<file path="src/rtl/boot_pkg.sv">
// Shared definitions for the instruction-memory boot loader.
// Contents: loader FSM state enum, IM write-strobe constants, the default
// IM depth with the address width derived from it, and the checksum helper.
package boot_pkg;

    localparam int IM_DEPTH_DEF = 16384;
    localparam int BOOT_AW      = $clog2(IM_DEPTH_DEF);

    // IM byte write strobes are active-low.
    localparam logic [3:0] WEB_ALL  = 4'h0;
    localparam logic [3:0] WEB_NONE = 4'hF;

    typedef enum logic [2:0] {
        S_LEN  = 3'd0,
        S_DATA = 3'd1,
        S_CSUM = 3'd2,
        S_DONE = 3'd3,
        S_ERR  = 3'd4
    } boot_state_e;

    // Running checksum: plain 32-bit add, wrapping mod 2^32.
    function automatic logic [31:0] csum_add(input logic [31:0] acc, input logic [31:0] word);
        return acc + word;
    endfunction

endpackage

</file>
<file path="src/rtl/im_boot_loader_if.sv">
// Byte-stream handshake carrying the boot image into the loader.
// Signals: rx_data (byte), rx_valid (byte available), rx_ready (byte accepted).
// Modports: master = stream source (UART RX / bench), slave = loader.
interface im_boot_loader_if;

    logic [7:0] rx_data;
    logic       rx_valid;
    logic       rx_ready;

    modport master (output rx_data, output rx_valid, input rx_ready);
    modport slave  (input rx_data, input rx_valid, output rx_ready);

endinterface

</file>
<file path="src/rtl/byte_packer.sv">
// Little-endian 8->32 assembler. Byte k of each group of four lands in
// bits [8k+7:8k]; wvalid_o pulses for one cycle after the 4th byte.
// Ports: clk, rst (async active-low), accept_i (byte transfers this edge),
//        clear_i (drop partial word), byte_i, word_o, wvalid_o.
module byte_packer (
    input  logic        clk,
    input  logic        rst,
    input  logic        accept_i,
    input  logic        clear_i,
    input  logic [7:0]  byte_i,
    output logic [31:0] word_o,
    output logic        wvalid_o
);

    logic [1:0]  idx_q,    idx_d;
    logic [31:0] word_q,   word_d;
    logic        wvalid_q, wvalid_d;

    // Next lane index, word contents and completion pulse.
    always_comb begin
        idx_d    = idx_q;
        word_d   = word_q;
        wvalid_d = 1'b0;
        if (clear_i) begin
            idx_d  = 2'd0;
            word_d = 32'h0000_0000;
        end else if (accept_i) begin
            case (idx_q)
                2'd0:    word_d[7:0]   = byte_i;
                2'd1:    word_d[15:8]  = byte_i;
                2'd2:    word_d[23:16] = byte_i;
                2'd3:    word_d[31:24] = byte_i;
                default: word_d        = word_q;
            endcase
            idx_d    = idx_q + 2'd1;
            wvalid_d = (idx_q == 2'd3);
        end else begin
            idx_d = idx_q;
        end
    end

    // Assembler state registers.
    always_ff @(posedge clk or negedge rst) begin
        if (!rst) begin
            idx_q    <= 2'd0;
            word_q   <= 32'h0000_0000;
            wvalid_q <= 1'b0;
        end else begin
            idx_q    <= idx_d;
            word_q   <= word_d;
            wvalid_q <= wvalid_d;
        end
    end

    assign word_o   = word_q;
    assign wvalid_o = wvalid_q;

endmodule

</file>
<file path="src/rtl/im_boot_loader.sv">
// Boot loader in front of the CPU instruction memory. Receives a frame
// LEN, N data words, CSUM as a little-endian byte stream, writes the data
// words to IM from address 0, verifies the checksum and then releases the CPU.
// Ports: clk, rst (async active-low), rx (byte stream, slave side), reload
//        (restart from DONE), cpu_IM_A (CPU fetch address), IM_A/IM_DI/IM_WEB
//        (IM port), cpu_hold, boot_done, boot_err (sticky), word_cnt.
module im_boot_loader
    import boot_pkg::*;
#(
    parameter  int IM_DEPTH   = IM_DEPTH_DEF,
    parameter  int DATA_WIDTH = 32,
    localparam int AW         = $clog2(IM_DEPTH)
) (
    input  logic                  clk,
    input  logic                  rst,
    im_boot_loader_if.slave       rx,
    input  logic                  reload,
    input  logic [AW-1:0]         cpu_IM_A,
    output logic [AW-1:0]         IM_A,
    output logic [DATA_WIDTH-1:0] IM_DI,
    output logic [3:0]            IM_WEB,
    output logic                  cpu_hold,
    output logic                  boot_done,
    output logic                  boot_err,
    output logic [AW:0]           word_cnt
);

    localparam logic [31:0] DEPTH_W = 32'(IM_DEPTH);
    localparam logic [AW:0] CNT_ONE = (AW+1)'(1);

    boot_state_e state_q, state_d;
    logic [AW:0] len_q,   len_d;
    logic [AW:0] cnt_q,   cnt_d;
    logic [31:0] sum_q,   sum_d;
    logic [31:0] di_q,    di_d;
    logic [3:0]  web_q,   web_d;
    logic        hold_q,  hold_d;
    logic        done_q,  done_d;
    logic        err_q,   err_d;
    logic        rdy_q,   rdy_d;

    logic        accept_s;
    logic        clear_s;
    logic        wvalid_s;
    logic [31:0] word_s;
    logic        writing_s;

    assign accept_s  = rx.rx_valid & rdy_q;
    assign clear_s   = (state_q == S_DONE) & reload;
    // The write strobe register doubles as the "write happening now" flag.
    assign writing_s = (web_q == WEB_ALL);

    byte_packer u_packer (
        .clk      (clk),
        .rst      (rst),
        .accept_i (accept_s),
        .clear_i  (clear_s),
        .byte_i   (rx.rx_data),
        .word_o   (word_s),
        .wvalid_o (wvalid_s)
    );

    // FSM state register.
    always_ff @(posedge clk or negedge rst) begin
        if (!rst) begin
            state_q <= S_LEN;
        end else begin
            state_q <= state_d;
        end
    end

    // FSM next-state logic.
    always_comb begin
        state_d = state_q;
        case (state_q)
            S_LEN: begin
                if (!wvalid_s)              state_d = S_LEN;
                else if (word_s > DEPTH_W)  state_d = S_ERR;
                else if (word_s == 32'd0)   state_d = S_CSUM;
                else                        state_d = S_DATA;
            end
            S_DATA: begin
                // Leave once the N-th write is on the IM port.
                if (writing_s && ((cnt_q + CNT_ONE) == len_q)) state_d = S_CSUM;
                else                                           state_d = S_DATA;
            end
            S_CSUM: begin
                if (!wvalid_s)            state_d = S_CSUM;
                else if (word_s == sum_q) state_d = S_DONE;
                else                      state_d = S_ERR;
            end
            S_DONE: begin
                if (reload) state_d = S_LEN;
                else        state_d = S_DONE;
            end
            S_ERR:   state_d = S_ERR;
            default: state_d = S_ERR;
        endcase
    end

    // FSM outputs, computed one cycle ahead so they leave registered.
    always_comb begin
        rdy_d  = (state_d == S_LEN) || (state_d == S_DATA) || (state_d == S_CSUM);
        done_d = (state_d == S_DONE);
        err_d  = (state_d == S_ERR);
        // The CPU is released only from the second cycle in DONE onwards.
        hold_d = !((state_q == S_DONE) && (state_d == S_DONE));
        if ((state_q == S_DATA) && wvalid_s) begin
            web_d = WEB_ALL;
            di_d  = word_s;
        end else begin
            web_d = WEB_NONE;
            di_d  = di_q;
        end
    end

    // Frame length, write counter and checksum accumulator.
    always_comb begin
        len_d = len_q;
        cnt_d = cnt_q;
        sum_d = sum_q;
        if (clear_s) begin
            len_d = '0;
            cnt_d = '0;
            sum_d = 32'h0000_0000;
        end else begin
            if ((state_q == S_LEN) && wvalid_s) len_d = word_s[AW:0];
            else                                len_d = len_q;
            // The word is summed as it is written, so LEN and CSUM never enter.
            if (writing_s) begin
                cnt_d = cnt_q + CNT_ONE;
                sum_d = csum_add(sum_q, di_q);
            end else begin
                cnt_d = cnt_q;
                sum_d = sum_q;
            end
        end
    end

    // Output and datapath registers.
    always_ff @(posedge clk or negedge rst) begin
        if (!rst) begin
            rdy_q  <= 1'b1;
            done_q <= 1'b0;
            err_q  <= 1'b0;
            hold_q <= 1'b1;
            web_q  <= WEB_NONE;
            di_q   <= 32'h0000_0000;
            len_q  <= '0;
            cnt_q  <= '0;
            sum_q  <= 32'h0000_0000;
        end else begin
            rdy_q  <= rdy_d;
            done_q <= done_d;
            err_q  <= err_d;
            hold_q <= hold_d;
            web_q  <= web_d;
            di_q   <= di_d;
            len_q  <= len_d;
            cnt_q  <= cnt_d;
            sum_q  <= sum_d;
        end
    end

    // Loader owns the IM address everywhere except DONE.
    assign IM_A        = (state_q == S_DONE) ? cpu_IM_A : cnt_q[AW-1:0];
    assign IM_DI       = di_q;
    assign IM_WEB      = web_q;
    assign rx.rx_ready = rdy_q;
    assign cpu_hold    = hold_q;
    assign boot_done   = done_q;
    assign boot_err    = err_q;
    assign word_cnt    = cnt_q;

endmodule

</file>
<file path="src/flat_wrapper.sv">
// flat-port wrapper written by rule: the top's interface ports become plain ports
module im_boot_loader_flat import boot_pkg::*;
#(
    parameter  int IM_DEPTH   = IM_DEPTH_DEF,
    parameter  int DATA_WIDTH = 32,
    localparam int AW         = $clog2(IM_DEPTH)
)
  (clk, rst, reload, cpu_IM_A, IM_A, IM_DI, IM_WEB, cpu_hold, boot_done, boot_err, word_cnt, rx_rx_data, rx_rx_valid, rx_rx_ready);
  im_boot_loader_if rx_i ();
  input  logic clk;
  input  logic rst;
  input  logic reload;
  input  logic [AW-1:0] cpu_IM_A;
  output logic [AW-1:0] IM_A;
  output logic [DATA_WIDTH-1:0] IM_DI;
  output logic [3:0] IM_WEB;
  output logic cpu_hold;
  output logic boot_done;
  output logic boot_err;
  output logic [AW:0] word_cnt;
  input wire logic [$bits(rx_i.rx_data)-1:0] rx_rx_data;
  input wire logic [$bits(rx_i.rx_valid)-1:0] rx_rx_valid;
  output wire logic [$bits(rx_i.rx_ready)-1:0] rx_rx_ready;
  assign rx_i.rx_data = rx_rx_data;
  assign rx_i.rx_valid = rx_rx_valid;
  assign rx_rx_ready = rx_i.rx_ready;
  im_boot_loader #(.IM_DEPTH(IM_DEPTH), .DATA_WIDTH(DATA_WIDTH)) u_core (.clk(clk), .rst(rst), .rx(rx_i), .reload(reload), .cpu_IM_A(cpu_IM_A), .IM_A(IM_A), .IM_DI(IM_DI), .IM_WEB(IM_WEB), .cpu_hold(cpu_hold), .boot_done(boot_done), .boot_err(boot_err), .word_cnt(word_cnt));
endmodule
</file>
<file path="config.mk">
export PLATFORM = sky130hd
export DESIGN_NAME = im_boot_loader_flat
export DESIGN_NICKNAME = d
export VERILOG_FILES = /design/src/rtl/boot_pkg.sv /design/src/rtl/im_boot_loader_if.sv /design/src/rtl/byte_packer.sv /design/src/rtl/im_boot_loader.sv /design/src/flat_wrapper.sv
export SDC_FILE = /design/constraint.sdc
export NUM_CORES = 1
export LEC_CHECK = 0
export BUFFER_PORTS_ARGS = -buffer_cell sky130_fd_sc_hd__buf_4
export CAP_MARGIN = 20
export CORE_ASPECT_RATIO = 1.1
export CORE_UTILIZATION = 30
export DETAILED_ROUTE_END_ITERATION = 6
export PLACE_DENSITY = 0.54
export SETUP_SLACK_MARGIN = 0.05
export SLEW_MARGIN = 20
export SYNTH_ARGS = -nofsm -noshare
export SYNTH_HDL_FRONTEND = slang
export SYNTH_SLANG_ARGS = --single-unit
export TNS_END_PERCENT = 1
</file>
<file path="constraint.sdc">
create_clock -name clk -period 3.4 [get_ports clk]
set_clock_uncertainty 0.15 [all_clocks]
set_input_delay 0.17 -clock clk [delete_from_list [all_inputs] [get_ports clk]]
set_output_delay 0.17 -clock clk [all_outputs]
set_load 0.02 [all_outputs]
</file>
# Yosys cells after proc, flatten, opt, wreduce, memory -nomap -nowiden
# Index checks and enable logic that the tools add are counted.
classes:
  add_sub_neg: 3
  n_lt_le_gt_ge: 1
  n_eq_ne: 12
  muxes: 26
  bitwise_logic: 2
  reduce_logical: 23
ops:
  columns: ["operator", "count"]
  rows:
  - ["2-to-1 mux 32 bit", 4]
  - ["2-to-1 mux 15 bit", 4]
  - ["adder 32 bit", 1]
  - ["equality test 32 bit", 1]
  - ["> comparator 32 x 15 -> 1 bit, second input constant", 1]
  - ["zero test 32 bit", 1]
  - ["2-to-1 mux 8 bit", 4]
  - ["adder 15 x 1 -> 15 bit, second input constant", 1]
  - ["equality test 15 bit", 1]
  - ["2-to-1 mux 14 bit", 1]
  - ["nonzero test 2 bit", 7]
  - ["equality test 3 x 2 -> 1 bit, second input constant", 4]
  - ["2-to-1 mux 3 bit", 4]
  - ["one-hot mux 3 bit (4 select lines)", 1]
  - ["2-to-1 mux 2 bit", 5]
  - ["AND reduction 2 bit", 4]
  - ["equality test 3 x 1 -> 1 bit, second input constant", 2]
  - ["zero test 3 bit", 2]
  - ["equality test 2 bit, second input constant", 2]
  - ["logical AND 1 bit", 4]
  - ["zero test 4 bit", 1]
  - ["2-to-1 mux 4 bit", 1]
  - ["equality test 3 bit, second input constant", 1]
  - ["adder 2 x 1 -> 2 bit, second input constant", 1]
  - ["6 further kinds", 9]
word_totals:
  register_bits: 140
  input_bits: 26
  out_inout_bits: 69
  elab_cells: 83

# Longest topological paths before layout
# Gate-level depths: netlist of run 1.
depth:
  depth_word: 8
  mapped_depth: 11
  mapped_depth_nobuf: 11

# Cells and area by module
# A second synthesis of run 1 with hierarchy kept.
hier_totals:
  cells_unflattened: 884
  area_unflattened_um2: 8306.7
modules_own_cells:
  columns: ["mod", "instances", "cells_per_inst", "area_per_inst_um2", "seq_area_each_um2"]
  rows:
  - ["im_boot_loader", 1, 753, 6685.2, 2556.2]
  - ["byte_packer", 1, 131, 1621.6, 875.8]

# Least setup slack after synthesis of run 1
# No wires, ideal clock.
synth_timing:
  path_type: "flip-flop to flip-flop"
  start: "register u_core.di_q[0] (netlist: u_core.IM_DI[0])"
  end: "register u_core.sum_q[30]"
  arrival_time_ps: 2483
  required_ps: 3128
  path_slack_ps: 646
  path_stages_with_launch: 12
  cell_sequence: "dfrtp_1 ha_1 inv_1 fa_1 nor2b_1 o2111ai_2 a211oi_2 o31a_1 o211ai_1 o22ai_1 mux2i_1 nand2_1"
synth_between:
  elab_chain_len: 3
synth_rtl:
  columns: ["item", "line_no", "rtl"]
  rows:
  - ["start: declaration", "im_boot_loader.sv:35", "logic [31:0] di_q, di_d;"]
  - ["start signal: assignment", "im_boot_loader.sv:158", "di_q <= di_d;"]
  - ["adder 32 bit", "boot_pkg.sv:23", "return acc + word;"]
  - ["2-to-1 mux 32 bit", "im_boot_loader.sv:130", "if (writing_s) begin"]
  - ["2-to-1 mux 32 bit", "im_boot_loader.sv:122", "if (clear_s) begin"]
  - ["end signal: assignment", "im_boot_loader.sv:161", "sum_q <= sum_d;"]
  - ["end: declaration", "im_boot_loader.sv:34", "logic [31:0] sum_q, sum_d;"]
# Every way passes these cells. The select of a mux whose other input is x is not followed.
# A chain may end at the register's enable or synchronous reset.

# Final worst setup path of run 1
layout_timing:
  start: "register u_core.sum_q[0]"
  end: "register u_core.sum_q[30]"
layout_between:
  elab_chain_len: 3
layout_rtl:
  columns: ["item", "line_no"]
  rows:
  - ["adder 32 bit", "boot_pkg.sv:23"]
  - ["2-to-1 mux 32 bit", "im_boot_loader.sv:130"]
  - ["2-to-1 mux 32 bit", "im_boot_loader.sv:122"]
# Every way passes these cells. The select of a mux whose other input is x is not followed.

==> results of run 1 <==
-- worst reg2reg max path: cells and delay by family, from the launching register on --
kind                       cells  cell delay (ns)
and+or+nand+nor                2             0.31
buffers and inverters          1             0.06
AOI/OAI and AO/OA              5             1.25
muxes                          1             0.20
DFF                            1             0.38
adders and majority gates      2             0.58
-- registers in the layout, indices dropped and copies added (netlist names) --
| name | flops |
|---|---|
| u_core.IM_DI | 32 |
| u_core.sum_q | 32 |
| u_core.state_q | 3 |
| u_core.boot_done | 1 |
| u_core.u_packer.idx_q | 2 |
| u_core.u_packer.word_o | 32 |
| u_core.IM_WEB | 1 |
| u_core.cpu_hold | 1 |
| u_core.word_cnt | 15 |
| u_core.u_packer.wvalid_o | 1 |
| u_core.rx.rx_ready | 1 |
| u_core.boot_err | 1 |
| u_core.len_q | 15 |
-- layout make-up --
class,count,area (µm²)
Fill cell,2802,17000
Multi-Input combinational cell,710,4640
Sequential cell,137,3430
Timing Repair Buffer,122,960
Tap cell,357,447
Clock buffer,17,425
Clock inverter,15,178
Inverter,22,82.6
-- power breakdown --
group / total, mW / switching (mW) / internal (mW)
Clock: 1.93 / 0.821 / 1.11
Sequential: 2.71 / 0.642 / 2.07
Combinational: 1.87 / 1.02 / 0.850
Total: 6.51 / 2.48 / 4.03
-- placed cells by master, fill, tap and decap left out, types with 7 or more instances in the layout --
master and instances:
a21o_1 17, nor2_1 76, nor4_1 19, o21ai_0 26
nor3_1 27, o21a_1 7, dlygate4sd3_1 11, inv_1 21
mux2_2 31, ha_1 36, a21oi_1 79, xor2_1 51
nand3_1 19, mux2i_1 34, xnor2_1 30, nand2_1 142
buf_4 109, nand4_1 7, dfrtp_1 134, clkbuf_16 17
or3_1 8
-- logic make-up after synthesis --
logic type                 synth area share [%]
adders and majority gates                  5.64
buffers and inverters                      3.28
muxes                                      8.26
and+or+nand+nor                            19.6
xor gates and xnor gates                   8.50
AOI/OAI and AO/OA                          13.6
DFF                                        41.1
-- per-layer routing --
| metal | vias to the layer above | global-route usage, % | part of all wire, % |
|---|---|---|---|
| li1 | 3408 | - | - |
| met1 | 3396 | 23.3 | 47 |
| met2 | 146 | 29.8 | 48 |
| met3 | 19 | 3.09 | 4.2 |
| met4 | 0 | 3.69 | 0.93 |
| met5 | - | 0 | 0 |
-- per-stage QoR --
stage	instances	util [%]
4_1_cts	1380	37.5
2_1_floorplan	914	-
3_3_place_gp	1337	34.9
6_report	1380	37.5
3_5_place_dp	1337	34.9
5_1_grt	1380	37.5
-- how the worst max path moves through the flow --
stage	end	startpoint	depth (start not counted)	slack, ns
floorplan	u_core.sum_q[30]	u_core.IM_DI[0]	11	0.65
detailed placement	u_core.state_q[0]	u_core.word_cnt[0]	9	0.39
global placement	u_core.state_q[0]	u_core.word_cnt[0]	9	0.38
CTS	u_core.sum_q[30]	u_core.sum_q[0]	11	0.35
finish	u_core.sum_q[30]	u_core.sum_q[0]	11	0.36
global route	u_core.state_q[0]	u_core.word_cnt[0]	9	0.1
==> key figures, run 1 <==
Critical path
  • Crit-path max cell delay: 0.41 ns
  • R2r endpoint: u_core.sum_q[30]
  • CP delay by family, top: compound AO/OA/AOI/OAI gates
  • Crit path capture type: flip-flop
  • Setup CP Type: reg -> reg
  • Register-to-register setup slack: 0.36 ns
  • WP data arrival: 3.20 ns
  • R2r worst-path depth: 11
  • Worst r2r src: u_core.sum_q[0]
  • Worst path cell trace: ha_1 -> inv_1 -> fa_1 -> nor2b_1 -> o2111ai_2 -> a211oi_2 -> o31a_1 -> o211ai_1 -> o22ai_1 -> mux2i_1 -> nand2_1
  • CP Buf/Inv Count: 1
  • Crit path launch type: flip-flop
  • Critical Path RT: 3.56 ns
  • CP Max Fanout: 4
  • Critical Path Slowest Stage Cell: a211oi_2

Clocking
  • Root Buffer: clkbuf_16
  • Reg clk slew, reported paths: 0.07 ns
  • Worst skew pair latency: 0.43 ns
  • Post_cts resized: 0
  • Setup bufs post-CTS: 0
  • CTS Buf Count: 17
  • H-tree lvl count: 4
  • Clock Sinks: 137
  • Post-CTS Hold Buffers: 11
  • CTS max path bufs: 2
  • CTS tree: built

GRT
  • First-pass GRT wire length: 38800 µm
  • Initial antenna violation count: 0
  • GRT Util Overall: 17.5%
  • Vias in the first global route: 6880
  • GRT overflow: 0
  • Largest net degree at the start of global routing: 93

Run
  • Total of max-cap violations: 0

Drt
  • Via count: 6969
  • WL/cell: 17.4 µm
  • WL final: 24000 µm
  • Drt via density: 5.05
  • Drt first pass iters: 5
  • Detailed Route Iter0 Violations: 318
  • DRC Markers: 0
  • Final ANT Viol Nets: 0

Die
  • Initial core utilization: 30.8%
  • Die area: 28500 µm²
  • FP Rows: 63
  • Die Height: 177 µm
  • Die width: 161 µm
  • Core area: 27100 µm²
  • Top Ports: 95

Logic synthesis
  • Synth async-reset ratio: 100%
  • Synth Instances: 914
  • Register area share after synthesis: 41.1%
  • Number of flops mapped to enable cells by yosys: 0
  • Top post-synthesis cells by area: dfrtp_1 (40%), nand2_1 (6.4%), ha_1 (5.4%)
  • Most frequent cell after synthesis: nand2_1
  • FF+latch count, synth: 137
  • Avg Cell Area, Syn: 9.13 µm²
  • Synth cell types: 72
  • YS warnings: 0
  • Top cell type's share of synthesized area: 40.2%
  • Net Count, Synth: 977
  • Dominant synthesized flop cell: dfrtp_1
  • Mapped Area: 8350 µm²
  • Synth cell count leaders: nand2_1 (142), dfrtp_1 (134), a21oi_1 (79)
  • Dominant cell type by area after synthesis: dfrtp_1

Power
  • Total power: 6.51 mW
  • Leak pwr: 4.98 nW
  • Worst VDD drop: 362 µV
  • Pwr dens: 640 nW/µm²

Placed design
  • Dpl cell area: 9450 µm²
  • Post-DP HPWL: 17800 µm
  • DP Worst Slack: 0.391 ns
  • Port bufs: 94
  • Global placement routability congestion: 0.846

STA
  • Setup slack after layout: 0.361 ns
  • Unrepaired setup endpoints after global routing: no
  • Final Max Slew Viols: 0
  • Rel. slew slack: 37.6%
  • Setup Total Neg Slack: 0 ns
  • Final hold viol count: 0
  • Max Clock Freq: 329 MHz
  • Fin Hold WS: 0.242 ns
  • Fin crit share: 89.4%
  • Post-route minimum period: 3.04 ns
  • Least-Margin Pin Slew: 0.934 ns
  • Endpoints failing setup: 0

Min path
  • Hold Crit Class: in -> async

Cells and area
  • Final net count: 1073
  • Antenna cells: 0
  • Area growth syn-to-layout: 21.8%
  • Cell area after layout: 10200 µm²
  • Share of post-route cells with drive strength above 1: 19.5%

Outcome
  • Outcome: finished clean
No activity file was read; power rests on OpenSTA's default activity.
==> run 2, diff against run 1 <==
- CELL_PAD_IN_SITES_DETAIL_PLACEMENT: default -> 1
- CELL_PAD_IN_SITES_GLOBAL_PLACEMENT: default -> 2
- CORE_UTILIZATION: 30 -> 37
- PLACE_DENSITY: 0.54 -> 0.88
==> key figures, run 2 (synthesis gave the netlist of run 1 again) <==
Critical path
  • Crit path capture type: flip-flop
  • Critical Path Slowest Stage Cell: or3_1
  • Crit path launch type: flip-flop
  • Worst path cell trace: ha_1 -> nand3_1 -> or3_1 -> nor3_4 -> xnor2_1 -> o2111ai_1 -> nor3_1 -> o2111ai_1 -> a21o_1
  • CP Max Fanout: 9
  • Register-to-register setup slack: 0.35 ns
  • Crit-path max cell delay: 0.57 ns
  • R2r worst-path depth: 9
  • Critical Path RT: 3.57 ns
  • Cell mode on critical path: o2111ai_1
  • CP delay by family, top: simple AND/OR/NAND/NOR gates
  • Setup CP Type: reg -> reg
  • R2r endpoint: u_core.state_q[0]
  • Worst r2r src: u_core.word_cnt[0]
  • WP data arrival: 3.22 ns
  • CP Buf/Inv Count: 0

GRT
  • GRT overflow: 0
  • GRT Util Overall: 22.7%
  • Largest net degree at the start of global routing: 84
  • Vias in the first global route: 7491
  • Initial antenna violation count: 0
  • First-pass GRT wire length: 41200 µm

Min path
  • Hold Crit Class: in -> async

Cells and area
  • Most common cell after layout, fill and taps aside: nand2_1
  • Most frequent cells in the layout: nand2_1 (142), dfrtp_1 (134), buf_4 (105), a21oi_1 (79), nor2_1 (76)
  • Area growth syn-to-layout: 20.2%
  • Share of post-route cells with drive strength above 1: 19.2%
  • Antenna cells: 0
  • FILL cells: 2621
  • Final net count: 1070

Clocking
  • Clock Sinks: 137
  • Setup bufs post-CTS: 0
  • Reg clk slew, reported paths: 0.07 ns
  • CTS tree: built
  • CTS max path bufs: 2
  • Worst skew pair latency: 0.43 ns
  • CTS Buf Count: 17
  • H-tree lvl count: 4
  • Root Buffer: clkbuf_16

Power
  • Net Sw Frac: 39.1%
  • Net Sw Power: 2.50 mW
  • Sequential share of power: 42.3%
  • P_int: 3.89 mW
  • Total power: 6.39 mW
  • Combinational share of power: 30.2%
  • Clock share of power: 27.5%
  • Leak pwr: 4.95 nW
  • Worst VDD drop: 381 µV
  • Pwr dens: 637 nW/µm²

Placed design
  • Port bufs: 94
  • Post-DP HPWL: 18500 µm
  • DP Worst Slack: 0.340 ns
  • Global placement routability congestion: 0.836

Die
  • Initial core utilization: 37.8%
  • Die width: 145 µm
  • Die area: 23200 µm²
  • Die Height: 160 µm
  • Core area: 22100 µm²
  • Top Ports: 95
  • FP Rows: 57

Drt
  • WL final: 25200 µm
  • Detailed Route Iter0 Violations: 312
  • DRC Markers: 0
  • Drt first pass iters: 5
  • Drt via density: 5.42
  • Via count: 7133
  • WL/cell: 19.1 µm
  • Final ANT Viol Nets: 0

Run
  • Total of max-cap violations: 0

STA
  • Fin crit share: 89.8%
  • Rel. slew slack: 40.0%
  • Final Max Slew Viols: 0
  • Max Clock Freq: 328 MHz
  • Unrepaired setup endpoints after global routing: no
  • Final hold viol count: 0
  • Least-Margin Pin Slew: 0.898 ns
  • Post-route minimum period: 3.05 ns
  • Endpoints failing setup: 0
  • Setup Total Neg Slack: 0 ns
  • Setup slack after layout: 0.347 ns

Outcome
  • Outcome: finished clean
-- run 2: cell types whose count changed in the layout (fill, tap and decap cells not counted) --
cell,before,now
bufinv_16,2,0
buf_12,1,2
clkinvlp_4,3,4
inv_8,3,0
clkbuf_8,0,1
clkinv_4,1,6
buf_4,109,105
inv_6,6,4
-- run 2: area by class of cell --
cell class | instances | area [µm²] | share of cell area (%)
flip-flops and latches | 137 | 3430 | 34.2
well taps | 295 | 369 | 3.68
inverters | 22 | 82.6 | 0.823
multi-input cells | 710 | 4640 | 46.3
repair buffers | 119 | 950 | 9.47
clock buffers | 18 | 439 | 4.38
clock inverters | 14 | 118 | 1.17
-- run 2: power groups by stage --
stage | Combinational [mW] | Clock (mW) | Sequential [mW]
after floorplan | 1.30 | 0 | 2.53
after global placement | 1.86 | 0 | 2.69
after detailed placement | 1.92 | 0 | 2.72
after CTS | 1.95 | 1.79 | 2.69
after global routing | 2.16 | 1.85 | 2.75
final | 1.93 | 1.76 | 2.70
-- run 2: worst max path at each step --
stage	depth (start not counted)	slack (ns)	startpoint	end
2_1_floorplan	11	0.65	u_core.IM_DI[0]	u_core.sum_q[30]
3_3_place_gp	9	0.35	u_core.word_cnt[0]	u_core.state_q[0]
3_5_place_dp	9	0.34	u_core.word_cnt[0]	u_core.state_q[0]
4_1_cts	9	0.31	u_core.word_cnt[0]	u_core.state_q[0]
5_1_grt	11	0.14	u_core.IM_DI[0]	u_core.sum_q[30]
6_report	9	0.35	u_core.word_cnt[0]	u_core.state_q[0]
-- run 2: layer usage --
layer,up-vias,part of all wire (%),global-route usage [%]
met5,-,0,0
met4,0,2.1,7.46
met3,32,3.8,3.93
met2,146,50,39.6
met1,3563,44,28.4
li1,3392,-,-
-- run 2: metrics by stage --
step / instance area, µm² / utilization (%) / hold slack, ns / std cells
after floorplan: 8350 / - / -0.276 / 914
after global placement: 9370 / 42.4 / 0.149 / 1272
after detailed placement: 9370 / 42.4 / 0.156 / 1272
after CTS: 10000 / 45.4 / 0.268 / 1315
after global routing: 10000 / 45.4 / 0.301 / 1315
final: 10000 / 45.4 / 0.220 / 1315
-- run 2: what timing repair did --
item                                    CTS  global route
hold endpoints to repair                113             0
hold buffers                             11             0
endpoints found under the setup margin    0             0
gates resized for setup                   0             0
==> run 3, diff against run 2 <==
- ABC_AREA: default -> 1
- CORE_UTILIZATION: 37 -> 34
==> key figures, run 3 <==
Outcome
  • Outcome: finished clean

Drt
  • Drt via density: 5.16
  • DRC Markers: 0
  • Drt first pass iters: 5
  • WL/cell: 18.3 µm
  • Via count: 8204
  • Final ANT Viol Nets: 0
  • WL final: 29200 µm
  • Detailed Route Iter0 Violations: 360

Critical path
  • Setup CP Type: reg -> reg
  • WP data arrival: 2.80 ns
  • R2r worst-path depth: 9
  • Crit path launch type: flip-flop
  • CP Max Fanout: 29
  • Crit path capture type: flip-flop
  • Critical Path RT: 3.59 ns

Clocking
  • Post-CTS Hold Buffers: 5
  • CTS max path bufs: 2
  • Root Buffer: clkbuf_16
  • Setup bufs post-CTS: 0
  • CTS Buf Count: 17
  • H-tree lvl count: 4
  • Reg clk slew, reported paths: 0.07 ns
  • CTS tree: built
  • Worst skew pair latency: 0.44 ns
  • Clock Sinks: 137
  • Post_cts resized: 0

Power
  • Leak pwr: 4.93 nW
  • Worst VDD drop: 368 µV
  • Pwr dens: 548 nW/µm²
  • P_int: 3.53 mW
  • Sequential share of power: 41.5%
  • Net Sw Power: 1.99 mW
  • Combinational share of power: 23.7%
  • Clock share of power: 34.7%
  • Net Sw Frac: 36.0%

Placed design
  • Placed Instances: 1555
  • Global placement routability congestion: 0.846
  • Port bufs: 94
  • Post-DP HPWL: 22500 µm
  • Dpl cell area: 9420 µm²

STA
  • Endpoints failing setup: 0
  • Least-Margin Pin Slew: 1.07 ns
  • Fin crit share: 76.5%
  • Unrepaired setup endpoints after global routing: no
  • Setup Total Neg Slack: 0 ns
  • Max Clock Freq: 384 MHz
  • Rel. slew slack: 28.9%
  • Final Max Slew Viols: 0
  • Post-route minimum period: 2.60 ns
  • Final hold viol count: 0

Die
  • Initial core utilization: 35.1%
  • Core area: 23900 µm²
  • Die area: 25300 µm²
  • Die width: 152 µm
  • FP Rows: 59
  • Die Height: 167 µm
  • Top Ports: 95

GRT
  • GRT Util Overall: 23.7%
  • Initial antenna violation count: 0
  • GRT overflow: 0
  • First-pass GRT wire length: 47200 µm
  • Largest net degree at the start of global routing: 66
  • Vias in the first global route: 8539

Logic synthesis
  • FF+latch count, synth: 137
  • Mapped Area: 8400 µm²
  • Dominant cell type by area after synthesis: dfrtp_1
  • Most frequent cell after synthesis: nand2_1
  • Synth cell count leaders: nand2_1 (375), inv_1 (143), dfrtp_1 (134)
  • Top cell type's share of synthesized area: 39.9%
  • Dominant synthesized flop cell: dfrtp_1
  • Number of flops mapped to enable cells by yosys: 0
  • YS warnings: 0
  • Net Count, Synth: 1242
  • Avg Cell Area, Syn: 7.13 µm²
  • Synth Instances: 1179
  • Top post-synthesis cells by area: dfrtp_1 (40%), nand2_1 (17%), o21ai_0 (7.8%)
  • Synth async-reset ratio: 100%
  • Register area share after synthesis: 40.9%
  • Synth cell types: 39

Cells and area
  • Cell area after layout: 10100 µm²
  • Share of post-route cells with drive strength above 1: 12.1%
  • Area growth syn-to-layout: 19.8%
  • Most common cell after layout, fill and taps aside: nand2_1
  • Antenna cells: 0
  • Most frequent cells in the layout: nand2_1 (374), inv_1 (143), dfrtp_1 (134), o21ai_0 (131), buf_4 (99)
  • Final net count: 1337
  • Fin cells: 1591

Min path
  • Hold Path Stages: 3
  • Hold Crit Class: in -> reg

Run
  • Total of max-cap violations: 0
-- run 3: cell types whose count changed in the layout (fill, tap and decap cells not counted), sizes merged, moves of 17 or more --
cell and change:
a21oi -30, nand3 +52, o22ai +23, nand4 +20, o21ai +110, a21o -17
nor4 -17, inv +128, nor3 -21, xor2 -47, nand2 +237, mux2i -34
xnor2 -20, mux2 -31
-- run 3: final timing paths --
check	from	to	slack, ns
max	u_core.state_q[0]	u_core.sum_q[5]	0.80
min	rx_rx_data[7]	u_core.u_packer.word_o[23]	0.02
max reg2reg	u_core.state_q[0]	u_core.sum_q[5]	0.80
min reg2reg	u_core.u_packer.word_o[31]	u_core.u_packer.word_o[31]	0.35
max in group asynchronous	rst	u_core.IM_DI[16]	2.11
min in group asynchronous	rst	u_core.word_cnt[10]	0.13
-- run 3: kinds of logic after synthesis --
group                      after synthesis  share of synthesized area, %
and+or+nand+nor                        588                          29.5
AOI/OAI and AO/OA                      225                          14.1
buffers and inverters                  177                          8.19
DFF                                    137                          40.9
adders and majority gates               37                          5.60
xor gates and xnor gates                15                          1.73
-- run 3: per-stage QoR --
step           total power [mW]  worst slack [ns]  hold slack, ns  utilization [%]
2_1_floorplan              3.04              1.20          -0.276                -
3_3_place_gp               3.57             0.853          0.0161             39.4
3_5_place_dp               3.62             0.776          0.0269             39.4
4_1_cts                    5.55             0.752          0.0290             42.1
5_1_grt                    5.82             0.545          0.0440             42.1
6_report                   5.51             0.798          0.0223             42.1
-- run 3: critical path: stages, from the launching register on --
cell     delay (ns)
dfrtp_1        0.40
inv_1          0.10
nor3_2         0.05
buf_4          0.21
nand2_1        0.08
buf_4          0.24
nand2_1        0.10
inv_1          0.78
o21ai_0        0.23
o22ai_1        0.16
-- run 3: area by class of cell --
cell class / instances / area, µm²
fillers: 3052 / 13900
clock buffers: 17 / 425
inverters: 147 / 552
flip-flops and latches: 137 / 3430
repair buffers: 106 / 825
multi-input cells: 865 / 4290
clock inverters: 14 / 163
well taps: 305 / 382
-- run 3: power groups by stage --
stage          Clock [mW]  Sequential (mW)  Combinational, mW
2_1_floorplan           0             2.21              0.827
6_report             1.92             2.29               1.31
3_5_place_dp            0             2.32               1.30
4_1_cts              1.93             2.29               1.32
5_1_grt              2.01             2.33               1.48
3_3_place_gp            0             2.31               1.26
-- run 3: layer usage --
metal  global-route usage [%]  share of wire (%)  up-vias
met5                        0                  0        -
met2                     42.0                 50      125
met1                     30.6                 45     4037
li1                         -                  -     4022
met4                     5.30               0.96        0
met3                     3.17                3.4       20
